==> config.mk <==
export PLATFORM = sky130hd
export DESIGN_NAME = pc_fetch_ctrl
export DESIGN_NICKNAME = d
export VERILOG_FILES = /design/src/rtl/pc_fetch_ctrl.sv
export SDC_FILE = /design/constraint.sdc
export NUM_CORES = 1
export LEC_CHECK = 0
export CAP_MARGIN = 20
export CORE_MARGIN = 2
export CORE_UTILIZATION = 38
export CTS_BUF_LIST = sky130_fd_sc_hd__clkbuf_8 sky130_fd_sc_hd__clkbuf_16
export DETAILED_ROUTE_END_ITERATION = 16
export PLACE_DENSITY_LB_ADDON = 0.15
export RECOVER_POWER = 50
export SLEW_MARGIN = 20
export SYNTH_ARGS = -nofsm -noshare
export SYNTH_HDL_FRONTEND = slang
export SYNTH_SLANG_ARGS = --single-unit
==> constraint.sdc <==
create_clock -name clk -period 1.87 [get_ports clk]
set_input_delay 0.374 -clock clk [delete_from_list [all_inputs] [get_ports clk]]
set_output_delay 0.374 -clock clk [all_outputs]
set_load 0.01 [all_outputs]
==> src/rtl/pc_fetch_ctrl.sv <==
// PC sequencer: issues imem fetches, squashes stale responses on redirect,
// and holds each fetched instruction until decode accepts it.
module pc_fetch_ctrl #(
  parameter int unsigned      Width    = 32,
  parameter logic [Width-1:0] RESET_PC = '0
) (
  input  logic             clk,
  input  logic             reset,
  input  logic             stall,
  input  logic             redirect_valid,
  input  logic [Width-1:0] redirect_pc,
  output logic             imem_req,
  output logic [Width-1:0] imem_addr,
  input  logic             imem_gnt,
  input  logic             imem_rvalid,
  input  logic [31:0]      imem_rdata,
  output logic             instr_valid,
  output logic [31:0]      instr,
  output logic [Width-1:0] instr_pc,
  input  logic             instr_ready,
  output logic [Width-1:0] PC,
  output logic [Width-1:0] PCPlus4
);

  typedef enum logic [1:0] {
    S_IDLE,
    S_REQ,
    S_WAIT,
    S_HOLD
  } state_e;

  localparam logic [Width-1:0] Four = Width'(4);

  state_e           state_q, state_d;
  logic [Width-1:0] pc_q, pc_d;
  logic             flush_q, flush_d;
  logic             ivalid_q, ivalid_d;
  logic [31:0]      instr_q, instr_d;
  logic [Width-1:0] ipc_q, ipc_d;
  logic [Width-1:0] tgt;

  assign tgt       = {redirect_pc[Width-1:2], 2'b00};
  assign PC        = pc_q;
  assign PCPlus4   = pc_q + Four;
  assign imem_req  = (state_q == S_REQ);
  assign imem_addr = pc_q;

  assign instr_valid = ivalid_q;
  assign instr       = instr_q;
  assign instr_pc    = ipc_q;

  always_comb begin
    state_d  = state_q;
    pc_d     = pc_q;
    flush_d  = flush_q;
    ivalid_d = ivalid_q;
    instr_d  = instr_q;
    ipc_d    = ipc_q;
    unique case (state_q)
      S_IDLE: begin
        if (!stall) state_d = S_REQ;
      end
      S_REQ: begin
        if (imem_gnt) begin
          state_d = S_WAIT;
          // granted fetch used the old PC
          flush_d = redirect_valid;
        end
      end
      S_WAIT: begin
        if (imem_rvalid) begin
          if (flush_q || redirect_valid) begin
            flush_d = 1'b0;
            state_d = S_REQ;
          end else begin
            instr_d  = imem_rdata;
            ipc_d    = pc_q;
            ivalid_d = 1'b1;
            pc_d     = PCPlus4;
            state_d  = S_HOLD;
          end
        end else if (redirect_valid) begin
          flush_d = 1'b1;
        end
      end
      S_HOLD: begin
        if (redirect_valid) begin
          ivalid_d = 1'b0;
          state_d  = S_REQ;
        end else if (instr_ready) begin
          ivalid_d = 1'b0;
          state_d  = stall ? S_IDLE : S_REQ;
        end
      end
      default: state_d = S_IDLE;
    endcase
    if (redirect_valid) pc_d = tgt;
  end

  always_ff @(posedge clk) begin
    if (reset) begin
      state_q  <= S_IDLE;
      pc_q     <= RESET_PC;
      flush_q  <= 1'b0;
      ivalid_q <= 1'b0;
      instr_q  <= '0;
      ipc_q    <= '0;
    end else begin
      state_q  <= state_d;
      pc_q     <= pc_d;
      flush_q  <= flush_d;
      ivalid_q <= ivalid_d;
      instr_q  <= instr_d;
      ipc_q    <= ipc_d;
    end
  end

endmodule

==> impl_metrics.json <==
{
  "r2r_cells": 7,
  "intPower_mw": 3.87,
  "switchingPower_mw": 1.42,
  "min_path_type": "flop to flop",
  "gp_routability_congestion": 0.858,
  "via_per_inst": 5.32,
  "setup_tns_ns": -7.06,
  "synth_edf_count": 0,
  "cp-startpoint": "PC[2]",
  "total_power_mw": 5.29,
  "row_count": 42,
  "seqPwrFrac_pct": 40.8,
  "die-area_um2": 14400,
  "start_util_pct": 38.6,
  "insertion_delay_ns": 0.35,
  "sw_frac_of_total_pct": 26.8,
  "period_needed_ns": 2.23,
  "grt_max_degree": 42,
  "grt_antenna_before_repair": 0,
  "final_layout_size_suffix_gt1_share_pct": 29.5,
  "period_share_pct": 119,
  "fmax_ghz": 0.449,
  "hold_viol": 0,
  "die_h_um": 120,
  "drc_errors": 0,
  "finalSetupViolations": 39,
  "routed_wl_um": 19200,
  "dpl.cell_count": 1097,
  "required_ns": 1.50,
  "nNetsFinal": 1037,
  "cts_buffers": 9,
  "worstPathArrival_ns": 1.85,
  "first_global_vias": 5917,
  "final_common_cell": "nand2_1",
  "grt.total_usage_pct": 25.7,
  "hold_slack_ns": 0.449,
  "syn_to_final_growth_pct": 75.1,
  "synth_seq_cells": 96,
  "io-pin-count": 233,
  "cts_buffer_depth": 2,
  "p_per_area_nw_per_um2": 593,
  "synthArstFlopShare_pct": 0,
  "place.detailed.hpwl_um": 13300,
  "die_x_um": 120,
  "postSynthCellCount": 674,
  "syn_area_um2": 5100,
  "setup.worst_path.end_class": "output port",
  "finalNonFillerCells": 1146,
  "ant_nets": 0,
  "yosys_warnings": 0,
  "drv_cap": 0,
  "synth-main-ff-cell": "dfxtp_1",
  "rsz0062_at_grt": "yes",
  "startpoint_type": "flop",
  "diodes": 0,
  "grt-ovfl-total": 0,
  "wl_per_cell_um": 16.8,
  "syn_area_per_cell_um2": 7.56,
  "routed-via-count": 6093,
  "status": "finished with violations",
  "combPwrFrac_pct": 20.1,
  "fin_skew_ns": 0.00734,
  "cts_tree": "yes",
  "first_iter_violations": 470,
  "r2r_start": "flush_q",
  "max_slew_margin_pct": 54.7,
  "cts.sinks": 96,
  "htree_levels": 3,
  "worst_pin_slew_ns": 0.679,
  "setup.worst_path.end": "PCPlus4[20]",
  "setup_slack_ns": -0.358,
  "violations": "negative setup slack",
  "grt_pass1_wl_um": 29600,
  "mostFrequentLayoutCells": "153 x nand2_1, 110 x buf_4, 109 x clkdlybuf4s50_1, 76 x dfxtp_1, 76 x a21oi_1",
  "fill_cells": 1077,
  "criticalPathCategory": "flop to output port",
  "slew_viol_final": 0,
  "power_leakage_nw": 3.87,
  "drtPass1Iterations": 5,
  "r2r_end": "instr[6]",
  "yosysUniqueCellTypes": 58,
  "core_um2": 13200,
  "clock_power_share_pct": 39.1,
  "clk_pin_slew_worst_paths_ns": 0.07,
  "port_buffers": 222,
  "reg2reg_slack_ns": -0.03,
  "critPathMaxFanout": 5,
  "vdd_drop_max_uv": 426,
  "root_buffer": "clkbuf_16",
  "seq_area_frac_synth_pct": 37.7
}
-- flip-flops by register name (all words and copies together), names as in the netlist --
signal       count
flush_q          1
instr           32
PC              30
instr_pc        30
instr_valid      1
state_q          2
-- cells by family (layout without fill, tap and decap cells) --
kind of cell	after synthesis	count (layout)	synth area share (%)
AO/OA/AOI/OAI	149	149	18.5
XOR/XNOR	30	30	5.15
adder cells (fa/ha/maj)	1	1	0.245
buffers and inverters	110	399	11.9
flip-flops	96	96	37.7
other	1	8	0.0736
AND/OR/NAND/NOR	287	287	26.5
-- metal layers --
layer	part of all wire, %	vias to the layer above	global-route usage (%)
met3	7.5	43	6.04
met1	40	2917	30.4
met5	0	-	0
li1	-	2867	-
met4	3.4	0	11.2
met2	49	266	44.4
-- metrics by stage --
stage	cell area, µm²	utilization, %	setup WS, ns
2_1_floorplan	5280	-	-0.0802
3_3_place_gp	8050	61.0	-0.508
3_5_place_dp	8050	61.0	-0.528
4_1_cts	8790	66.7	-0.304
5_1_grt	8930	67.7	-0.403
6_report	8930	67.7	-0.358
-- timing repair --
action,CTS,global route
gates cloned,1,0
endpoints found under the setup margin,54,37
gates resized for setup,219,42
buffers inserted,25,18
hold buffers,0,0
pin swaps,51,38
-- power groups by stage --
stage	sequential [mW]	clock [mW]	combinational [mW]
6_report	2.16	2.07	1.06
4_1_cts	2.15	2.09	1.05
5_1_grt	2.16	2.19	1.13
2_1_floorplan	2.24	0	0.450
3_5_place_dp	2.20	0	1.06
3_3_place_gp	2.19	0	1.04
-- cell type report --
| type | count | area, µm² | share of cell area (%) |
|---|---|---|---|
| flip-flops and latches | 96 | 1950 | 21.9 |
| repair buffers | 376 | 3330 | 37.3 |
| clock inverters | 6 | 91.3 | 1.02 |
| multi-input cells | 475 | 3060 | 34.3 |
| clock buffers | 10 | 239 | 2.68 |
| well taps | 176 | 220 | 2.47 |
| inverters | 7 | 27.5 | 0.308 |
-- worst max-delay path, cell delays in order (launching register included) --
cell and delay [ns]:
dfxtp_4 0.36, ha_4 0.14, and3_4 0.23, and4_4 0.30
nand4_1 0.17, xnor2_2 0.16, buf_2 0.14
-- cells in the mapped netlist, types with 4 or more instances --
master / number / area (µm²)
nand2_1: 157 / 589
dfxtp_1: 96 / 1920
a21oi_1: 76 / 380
buf_4: 41 / 308
clkbuf_1: 30 / 113
buf_2: 29 / 145
nor2_1: 27 / 101
nand3_1: 22 / 110
nand4_1: 18 / 113
nor3_1: 16 / 80.1
xnor2_1: 15 / 131
xor2_1: 15 / 131
a21o_1: 11 / 82.6
o21ai_0: 11 / 55.1
o211ai_1: 10 / 75.1
and4_1: 8 / 70.1
o2111ai_1: 7 / 61.3
or3_1: 7 / 43.8
a211oi_1: 6 / 45.0
a31oi_1: 5 / 31.3
inv_1: 5 / 18.8
or2_1: 5 / 31.3
and3_1: 4 / 25.0
nor4_1: 4 / 25.0
o311ai_1: 4 / 35.0
or4_1: 4 / 30.0
-- worst min-delay path by stage --
stage | start | cells after the start | slack (ns) | endpoint
after floorplan | instr[0] | 2 | 0.48 | instr[0]
after global placement | instr[6] | 2 | 0.44 | instr[6]
after detailed placement | instr_pc[20] | 2 | 0.45 | instr_pc[20]
after CTS | instr_pc[31] | 2 | 0.46 | instr_pc[31]
after global routing | instr_pc[28] | 2 | 0.47 | instr_pc[28]
final | instr_pc[31] | 2 | 0.45 | instr_pc[31]
No activity file was read; power rests on OpenSTA's default activity.
